`src/rtl/mips_div_seq.sv`:
```
// Iterative radix-2 restoring divider (DIV/DIVU) producing LO (quotient) and HI (remainder).
// Optional macro DIV_ZERO_FAST_EN: a zero divisor skips the iteration phase.
module mips_div_seq #(
   parameter int unsigned WIDTH = 32
) (
   input  logic             clk,
   input  logic             rst_n,
   input  logic             start,
   input  logic             is_signed,
   input  logic [WIDTH-1:0] dividend,
   input  logic [WIDTH-1:0] divisor,
   output logic             busy,
   output logic             done,
   output logic [WIDTH-1:0] quotient,
   output logic [WIDTH-1:0] remainder,
   output logic             div_by_zero
);

   localparam int unsigned CW = $clog2(WIDTH);

   typedef enum logic [1:0] {
      S_IDLE,
      S_PREP,
      S_ITER,
      S_FIX
   } state_t;

   state_t           state_q, state_d;
   logic [WIDTH-1:0] op_a_q, op_a_d;
   logic [WIDTH-1:0] op_b_q, op_b_d;
   logic             sgn_q, sgn_d;
   logic [WIDTH-1:0] rem_q, rem_d;
   logic [WIDTH-1:0] quo_q, quo_d;
   logic [WIDTH-1:0] dvs_q, dvs_d;
   logic [CW-1:0]    cnt_q, cnt_d;
   logic             q_neg_q, q_neg_d;
   logic             r_neg_q, r_neg_d;
   logic             busy_q, busy_d;
   logic             done_q, done_d;
   logic [WIDTH-1:0] quot_q, quot_d;
   logic [WIDTH-1:0] rmd_q, rmd_d;
   logic             dz_q, dz_d;

   logic [WIDTH:0]   rem_sh;
   logic [WIDTH:0]   trial;
   logic             a_neg;
   logic             b_neg;

   // Shift the next dividend bit into the partial remainder, then try subtracting.
   assign rem_sh = {rem_q, quo_q[WIDTH-1]};
   assign trial  = rem_sh - {1'b0, dvs_q};

   always_comb begin
      state_d = state_q;
      op_a_d  = op_a_q;
      op_b_d  = op_b_q;
      sgn_d   = sgn_q;
      rem_d   = rem_q;
      quo_d   = quo_q;
      dvs_d   = dvs_q;
      cnt_d   = cnt_q;
      q_neg_d = q_neg_q;
      r_neg_d = r_neg_q;
      busy_d  = busy_q;
      done_d  = 1'b0;
      quot_d  = quot_q;
      rmd_d   = rmd_q;
      dz_d    = dz_q;
      a_neg   = sgn_q & op_a_q[WIDTH-1];
      b_neg   = sgn_q & op_b_q[WIDTH-1];

      case (state_q)
         S_IDLE: begin
            if (start) begin
               op_a_d  = dividend;
               op_b_d  = divisor;
               sgn_d   = is_signed;
               dz_d    = 1'b0;
               busy_d  = 1'b1;
               state_d = S_PREP;
            end
         end

         S_PREP: begin
            quo_d   = a_neg ? -op_a_q : op_a_q;
            dvs_d   = b_neg ? -op_b_q : op_b_q;
            q_neg_d = a_neg ^ b_neg;
            r_neg_d = a_neg;
            rem_d   = '0;
            cnt_d   = CW'(WIDTH - 1);
            state_d = S_ITER;
`ifdef DIV_ZERO_FAST_EN
            if (op_b_q == '0) begin
               state_d = S_FIX;
            end
`else
`endif
         end

         S_ITER: begin
            if (!trial[WIDTH]) begin
               rem_d = trial[WIDTH-1:0];
               quo_d = {quo_q[WIDTH-2:0], 1'b1};
            end else begin
               rem_d = rem_sh[WIDTH-1:0];
               quo_d = {quo_q[WIDTH-2:0], 1'b0};
            end
            cnt_d = cnt_q - 1'b1;
            if (cnt_q == '0) begin
               state_d = S_FIX;
            end
         end

         S_FIX: begin
            // A zero divisor overrides whatever the iteration left behind.
            if (op_b_q == '0) begin
               quot_d = '1;
               rmd_d  = op_a_q;
               dz_d   = 1'b1;
            end else begin
               quot_d = q_neg_q ? -quo_q : quo_q;
               rmd_d  = r_neg_q ? -rem_q : rem_q;
            end
            done_d  = 1'b1;
            busy_d  = 1'b0;
            state_d = S_IDLE;
         end

         default: begin
            state_d = S_IDLE;
            busy_d  = 1'b0;
         end
      endcase
   end

   always_ff @(posedge clk) begin
      if (!rst_n) begin
         state_q <= S_IDLE;
         op_a_q  <= '0;
         op_b_q  <= '0;
         sgn_q   <= 1'b0;
         rem_q   <= '0;
         quo_q   <= '0;
         dvs_q   <= '0;
         cnt_q   <= '0;
         q_neg_q <= 1'b0;
         r_neg_q <= 1'b0;
         busy_q  <= 1'b0;
         done_q  <= 1'b0;
         quot_q  <= '0;
         rmd_q   <= '0;
         dz_q    <= 1'b0;
      end else begin
         state_q <= state_d;
         op_a_q  <= op_a_d;
         op_b_q  <= op_b_d;
         sgn_q   <= sgn_d;
         rem_q   <= rem_d;
         quo_q   <= quo_d;
         dvs_q   <= dvs_d;
         cnt_q   <= cnt_d;
         q_neg_q <= q_neg_d;
         r_neg_q <= r_neg_d;
         busy_q  <= busy_d;
         done_q  <= done_d;
         quot_q  <= quot_d;
         rmd_q   <= rmd_d;
         dz_q    <= dz_d;
      end
   end

   assign busy        = busy_q;
   assign done        = done_q;
   assign quotient    = quot_q;
   assign remainder   = rmd_q;
   assign div_by_zero = dz_q;

endmodule

```
`config.mk`:
```
export PLATFORM = sky130hd
export DESIGN_NAME = mips_div_seq
export DESIGN_NICKNAME = d
export VERILOG_FILES = /design/src/rtl/mips_div_seq.sv
export SDC_FILE = /design/constraint.sdc
export NUM_CORES = 1
export LEC_CHECK = 0
export BUFFER_PORTS_ARGS = -buffer_cell sky130_fd_sc_hd__buf_4
export CAP_MARGIN = 20
export CORE_MARGIN = 4
export CORE_UTILIZATION = 60
export DETAILED_ROUTE_END_ITERATION = 10
export GPL_TIMING_DRIVEN = 0
export PLACE_DENSITY_LB_ADDON = 0.15
export SYNTH_ARGS = -nofsm -noshare
export SYNTH_HDL_FRONTEND = slang
export SYNTH_SLANG_ARGS = --single-unit
```
`constraint.sdc`:
```
create_clock -name clk -period 6.1 [get_ports clk]
set_clock_uncertainty 0.1 [all_clocks]
set_input_delay 0.61 -clock clk [delete_from_list [all_inputs] [get_ports clk]]
set_output_delay 0.61 -clock clk [all_outputs]
set_load 0.005 [all_outputs]
```
# Word level (Yosys, flattened, before mapping)
# Index checks and enable logic that the tools add are counted.
[classes]
eq_ne = 6
n_bitwise = 3
reduce_logical = 9
mux = 20
addsub = 6
[ops]
columns = ["operator", "n"]
rows = [
  ["two-way mux 32 bit", 7],
  ["negator 32 bit", 4],
  ["one-hot mux 32 bit (2 select lines)", 2],
  ["subtractor 33 x 32 -> 33 bit", 1],
  ["zero test 32 bit", 1],
  ["one-hot mux 5 bit (2 select lines)", 1],
  ["one-hot mux 2 bit (4 select lines)", 1],
  ["inequality test 2 bit, second input constant", 3],
  ["AND reduction 2 bit", 3],
  ["zero test 5 bit", 1],
  ["two-way mux 1 bit", 5],
  ["subtractor 5 x 1 -> 5 bit, second input constant", 1],
  ["== test 2 bit, second input constant", 2],
  ["two-way mux 2 bit", 2],
  ["one-hot mux 1 bit (2 select lines)", 2],
  ["nonzero test 2 bit", 2],
  ["AND reduction 3 bit", 1],
  ["bitwise AND 1 bit", 2],
  ["== test 2 x 1 -> 1 bit, second input constant", 1],
  ["zero test 2 bit", 1],
  ["bitwise XOR 1 bit", 1],
]
[totals]
out_inout_bits = 67
input_bits = 68
reg_bits = 237
elab_cells = 59

# Longest topological paths before layout
[logic_depth]
depth_word = 3
mapped_depth = 14
mapped_depth_nobuf = 12

# Worst setup path after synthesis
# OpenSTA, ideal clock, no wires.
[synth_path]
path_kind = "reg-to-reg"
from = "register quo_q[31]"
to = "register rem_q[10]"
setup_time_ps = 128
t_arrival_ps = 3297
slack_ps = 2575
n_path_buf = 2
stages_incl_launch_ff = 15
t_required_ps = 5872
period_less_slack_ps = 3525
cell_sequence = "dfxtp_1 -> inv_1 -> ha_1 -> fa_1 -> nand2b_1 -> a21oi_1 -> o21ai_0 -> o21a_1 -> o41ai_1 -> o21ai_1 -> a311oi_1 -> buf_2 -> buf_4 -> mux2i_1 -> o21ai_1"
[synth_between]
elab_chain_cells = 3
[synth_lines]
columns = ["item", "line", "rtl"]
rows = [
  ["from (decl)", "33", "logic [WIDTH-1:0] quo_q, quo_d;"],
  ["from (signal assigned)", "159", "quo_q <= quo_d;"],
  ["subtractor 33 x 32 -> 33 bit", "51", "assign trial = rem_sh - {1'b0, dvs_q};"],
  ["two-way mux 32 bit", "101", "if (!trial[WIDTH]) begin"],
  ["one-hot mux 32 bit (2 select lines)", "72", "case (state_q)"],
  ["to (signal assigned)", "158", "rem_q <= rem_d;"],
  ["to (decl)", "32", "logic [WIDTH-1:0] rem_q, rem_d;"],
]
# Every way passes these cells.
# A chain may end at the register's enable or synchronous reset.

# Final worst setup path
[layout_path]
from = "register quo_q[31]"
to = "register rem_q[14]"
# The elaborated chain is that of the path after synthesis.

==> summary.md <==
| Metric | Value |
|---|---|
| Sequential fraction of the synthesis area | `34.0%` |
| Met2 usage | `between 50 and 60%` |
| Vias | `13.2k` |
| Most frequently used flop master after synthesis | `dfxtp_1` |
| Post-CTS Setup Bufs | `0` |
| Final hold vios | `0` |
| FF+latch count, synth | `237` |
| Largest net degree at the start of global routing | `14` |
| Final worst path period share | `79.8%` |
| Row Count | `55` |
| Initial core utilization | `61.2%` |
| Layout Cells excl Fill | `2,242` |
| Std-Cell Core Area | `22,800 um2` |
| Met3 Usage GRT | `4.52%` |
| Reg2reg setup slack | `1230 ps` |
| Synthesized instance count | `about 1.8k` |
| Worst-skew pair later-pin latency | `530 ps` |
| Ys Warns | `0` |
| Yosys top cell by area | `dfxtp_1` |
| Synthesized area per cell | `between 7 and 8 um2` |
| RSZ-0062 raised after global routing | `no` |
| Htree depth | `1` |
| CP required | `around 6400 ps` |
| DRC viols | `0` |
| Final estimated routing congestion in global placement | `about 0.96` |
| Post-synth ARST share | `0%` |
| PortBufs | `approximately 130` |
| Syn nets | `1,863` |
| Final setup viols | `0` |
| Worst endpoint data arrival time | `5160 ps` |
| Yosys top cell area share | `34.0%` |
| Leakage | `about 0.0067 uW` |
| Resized Gates After CTS | `0` |
| Most common cell on crit path | `o21ai_1` |
| Tot Pwr | `6340 uW` |
| Clock Path Buffers | `3` |
| Routed wire length | `just over 40 mm` |
| Max FO, Critical Path | `10` |
| Post-Syn Area | `around 14,000 um2` |
| GR Util met1 | `36.1%` |
| Critical path cell sequence | `inv_1 > ha_1 > fa_1 > nand2b_1 > a21oi_1 > o21ai_0 > o21a_1 > o41ai_1 > o21ai_1 > a311oi_1 > buf_2 > buf_4 > mux2i_1 > o21ai_1` |
| Fin Setup TNS | `0 ps` |
| Post-route ant nets | `0` |
| Count leader, synth | `nand2_1` |
| Grt total ovfl | `0` |
| Post-synth EDFFs | `0` |
| Die Span Y | `160 um` |
| Share of layout cells above drive strength 1 | `11.0%` |
| Post-synth top cells | `282 x nand2_1, 237 x dfxtp_1, 112 x o21ai_0` |
| Min-Delay Path Class | `input port to register` |
| Measured slew at the worst slew-check pin | `about 1000 ps` |
| Final Hold Slack | `230 ps` |
| TritonCTS buffer count | `25` |
| CP max stage cell | `o41ai_1` |
| Die ar. | `25,700 um2` |
| DR pass1 iterations | `7` |
| Synth cell types | `between 70 and 80` |
| Minimum clock period | `between 4000 and 5000 ps` |
| Clock slew at reported path FFs | `60 ps` |
| Max incr delay on CP | `780 ps` |
| Max Clk Rate | `0.205 GHz` |
| Final setup margin | `1230 ps` |
| First-pass GRT wire length | `around 65 mm` |
| Fillcell total | `~1.9k` |
| Status | `complete, no violations` |
| DPL Wire Length | `about 32 mm` |
| Power Density | `just under 400 nW/um2` |
| Chip width | `about 160 um` |
| Root Buffer | `clkbuf_16` |
| DP Cell Count | `about 2.2k` |
| Initial antenna violation count | `1` |
| Synth area leaders | `dfxtp_1 34%, nand2_1 7.6%, xor2_1 5.0%, mux2i_1 4.3%, o21ai_0 4.0%` |
| All-Layer GR Usage | `30.5%` |
| I/O pin count | `135` |
| Dpl ws | `1360 ps` |
| Worst setup EP type | `register` |
| Iter 0 DRT Violations | `around 1,000` |
| DR WL/cell | `18.1 um` |
| Multi-input logic area | `8440 um2` |
| Routed vias/inst | `5.88` |
| CTS tree | `built` |
| Vias in the first global route | `12.9k` |
| CTS Hold Bufs | `0` |
| Area growth syn-to-layout | `16.1%` |
| Max cap viols | `0` |
| Ant. Diodes | `0` |
| Post-layout nets | `2,024` |
| Startpoint types | `register` |
| Clk sinks | `around 240` |
| Max IR drop VDD | `0.000278 V` |
| Most Crowded Layer GR | `met2` |
| Max-slew violation count | `0` |
| Seq. cell area | `4740 um2` |
| Max_slew headroom | `30.6%` |
| CP Class | `register to register` |
path summary, 6_finish.rpt:
path | from | to | cells after the start
setup / recovery | quo_q[31]$_SDFFE_PN0P_ | rem_q[14]$_SDFFE_PN0P_ | 14
hold / removal | divisor[21] | op_b_q[21]$_SDFFE_PN0P_ | 3
setup reg to reg | quo_q[31]$_SDFFE_PN0P_ | rem_q[14]$_SDFFE_PN0P_ | 14
hold reg to reg | dvs_q[29]$_SDFFE_PN0N_ | dvs_q[29]$_SDFFE_PN0N_ | 2
where the power goes:
part	internal (uW)	total [uW]	switching, uW
Clock	953	1580	629
Sequential	1820	2100	287
Combinational	1070	2650	1580
cell type report:
class / instances / share of cell area, %
Clock inverter: 6 / 0.688
Timing Repair Buffer: 134 / 6.22
Clock buffer: 38 / 4.54
Buffer: 121 / 3.24
Sequential cell: 237 / 29.3
Inverter: 62 / 1.44
Multi-Input combinational cell: 1331 / 52.1
Tap cell: 313 / 2.42
cells by family (layout without fill, tap and decap cells):
group           Yosys count  after routing  synth area share (%)
mux                      63             63                  4.55
buf+inv                 183            361                  5.43
fa+ha+maj                44             44                  4.00
flops                   237            237                  34.0
simple gates            562            562                  19.6
compound gates          522            522                  23.6
xor+xnor                140            140                  8.80
critical path: cells and delay by family, from the launching register on:
| kind | cells | cell delay (ps) |
|---|---|---|
| AO/OA/AOI/OAI | 7 | 2370 |
| adder cells (fa/ha/maj) | 2 | 680 |
| buffers and inverters | 3 | 830 |
| flip-flops | 1 | 340 |
| multiplexers | 1 | 220 |
| AND/OR/NAND/NOR | 1 | 180 |
state kept, by name, summed over array words and instances (netlist names), 2 cells and up:
| signal | cells |
|---|---|
| op_b_q | 32 |
| cnt_q | 5 |
| dvs_q | 32 |
| rem_q | 32 |
| quotient | 32 |
| state_q | 2 |
| op_a_q | 32 |
| quo_q | 32 |
| remainder | 32 |
metal layers:
metal / routed length (um) / up-vias
met3: 2440 / 109
met4: 1920 / 2
met5: 11 / -
met1: 16500 / 6177
met2: 19800 / 438
li1: - / 6465
per-stage QoR:
| step | cell area (um2) | util, % |
|---|---|---|
| after global placement | 15300 | 67.3 |
| after floorplan | 13900 | - |
| after detailed placement | 15300 | 67.3 |
| final | 16200 | 71.0 |
| after CTS | 16200 | 71.0 |
| after global routing | 16200 | 71.0 |
cells in the final DEF, fill, tap and decap left out, types with 12 or more instances in the layout:
cell type,count
nand3b_1,26
o211a_1,25
o41ai_1,15
inv_1,62
clkbuf_1,97
xnor2_1,60
a21boi_0,70
nor2b_1,43
o21ai_0,112
buf_1,12
or4_1,15
a21oi_1,97
ha_1,43
o21ai_1,77
buf_4,137
xor2_1,80
nand3_1,26
o31ai_1,28
nor2_1,81
dfxtp_1,237
nand2_1,282
clkbuf_16,25
mux2i_1,60
nor3_1,15
a31oi_1,40
(Power assumes the default switching activity.)
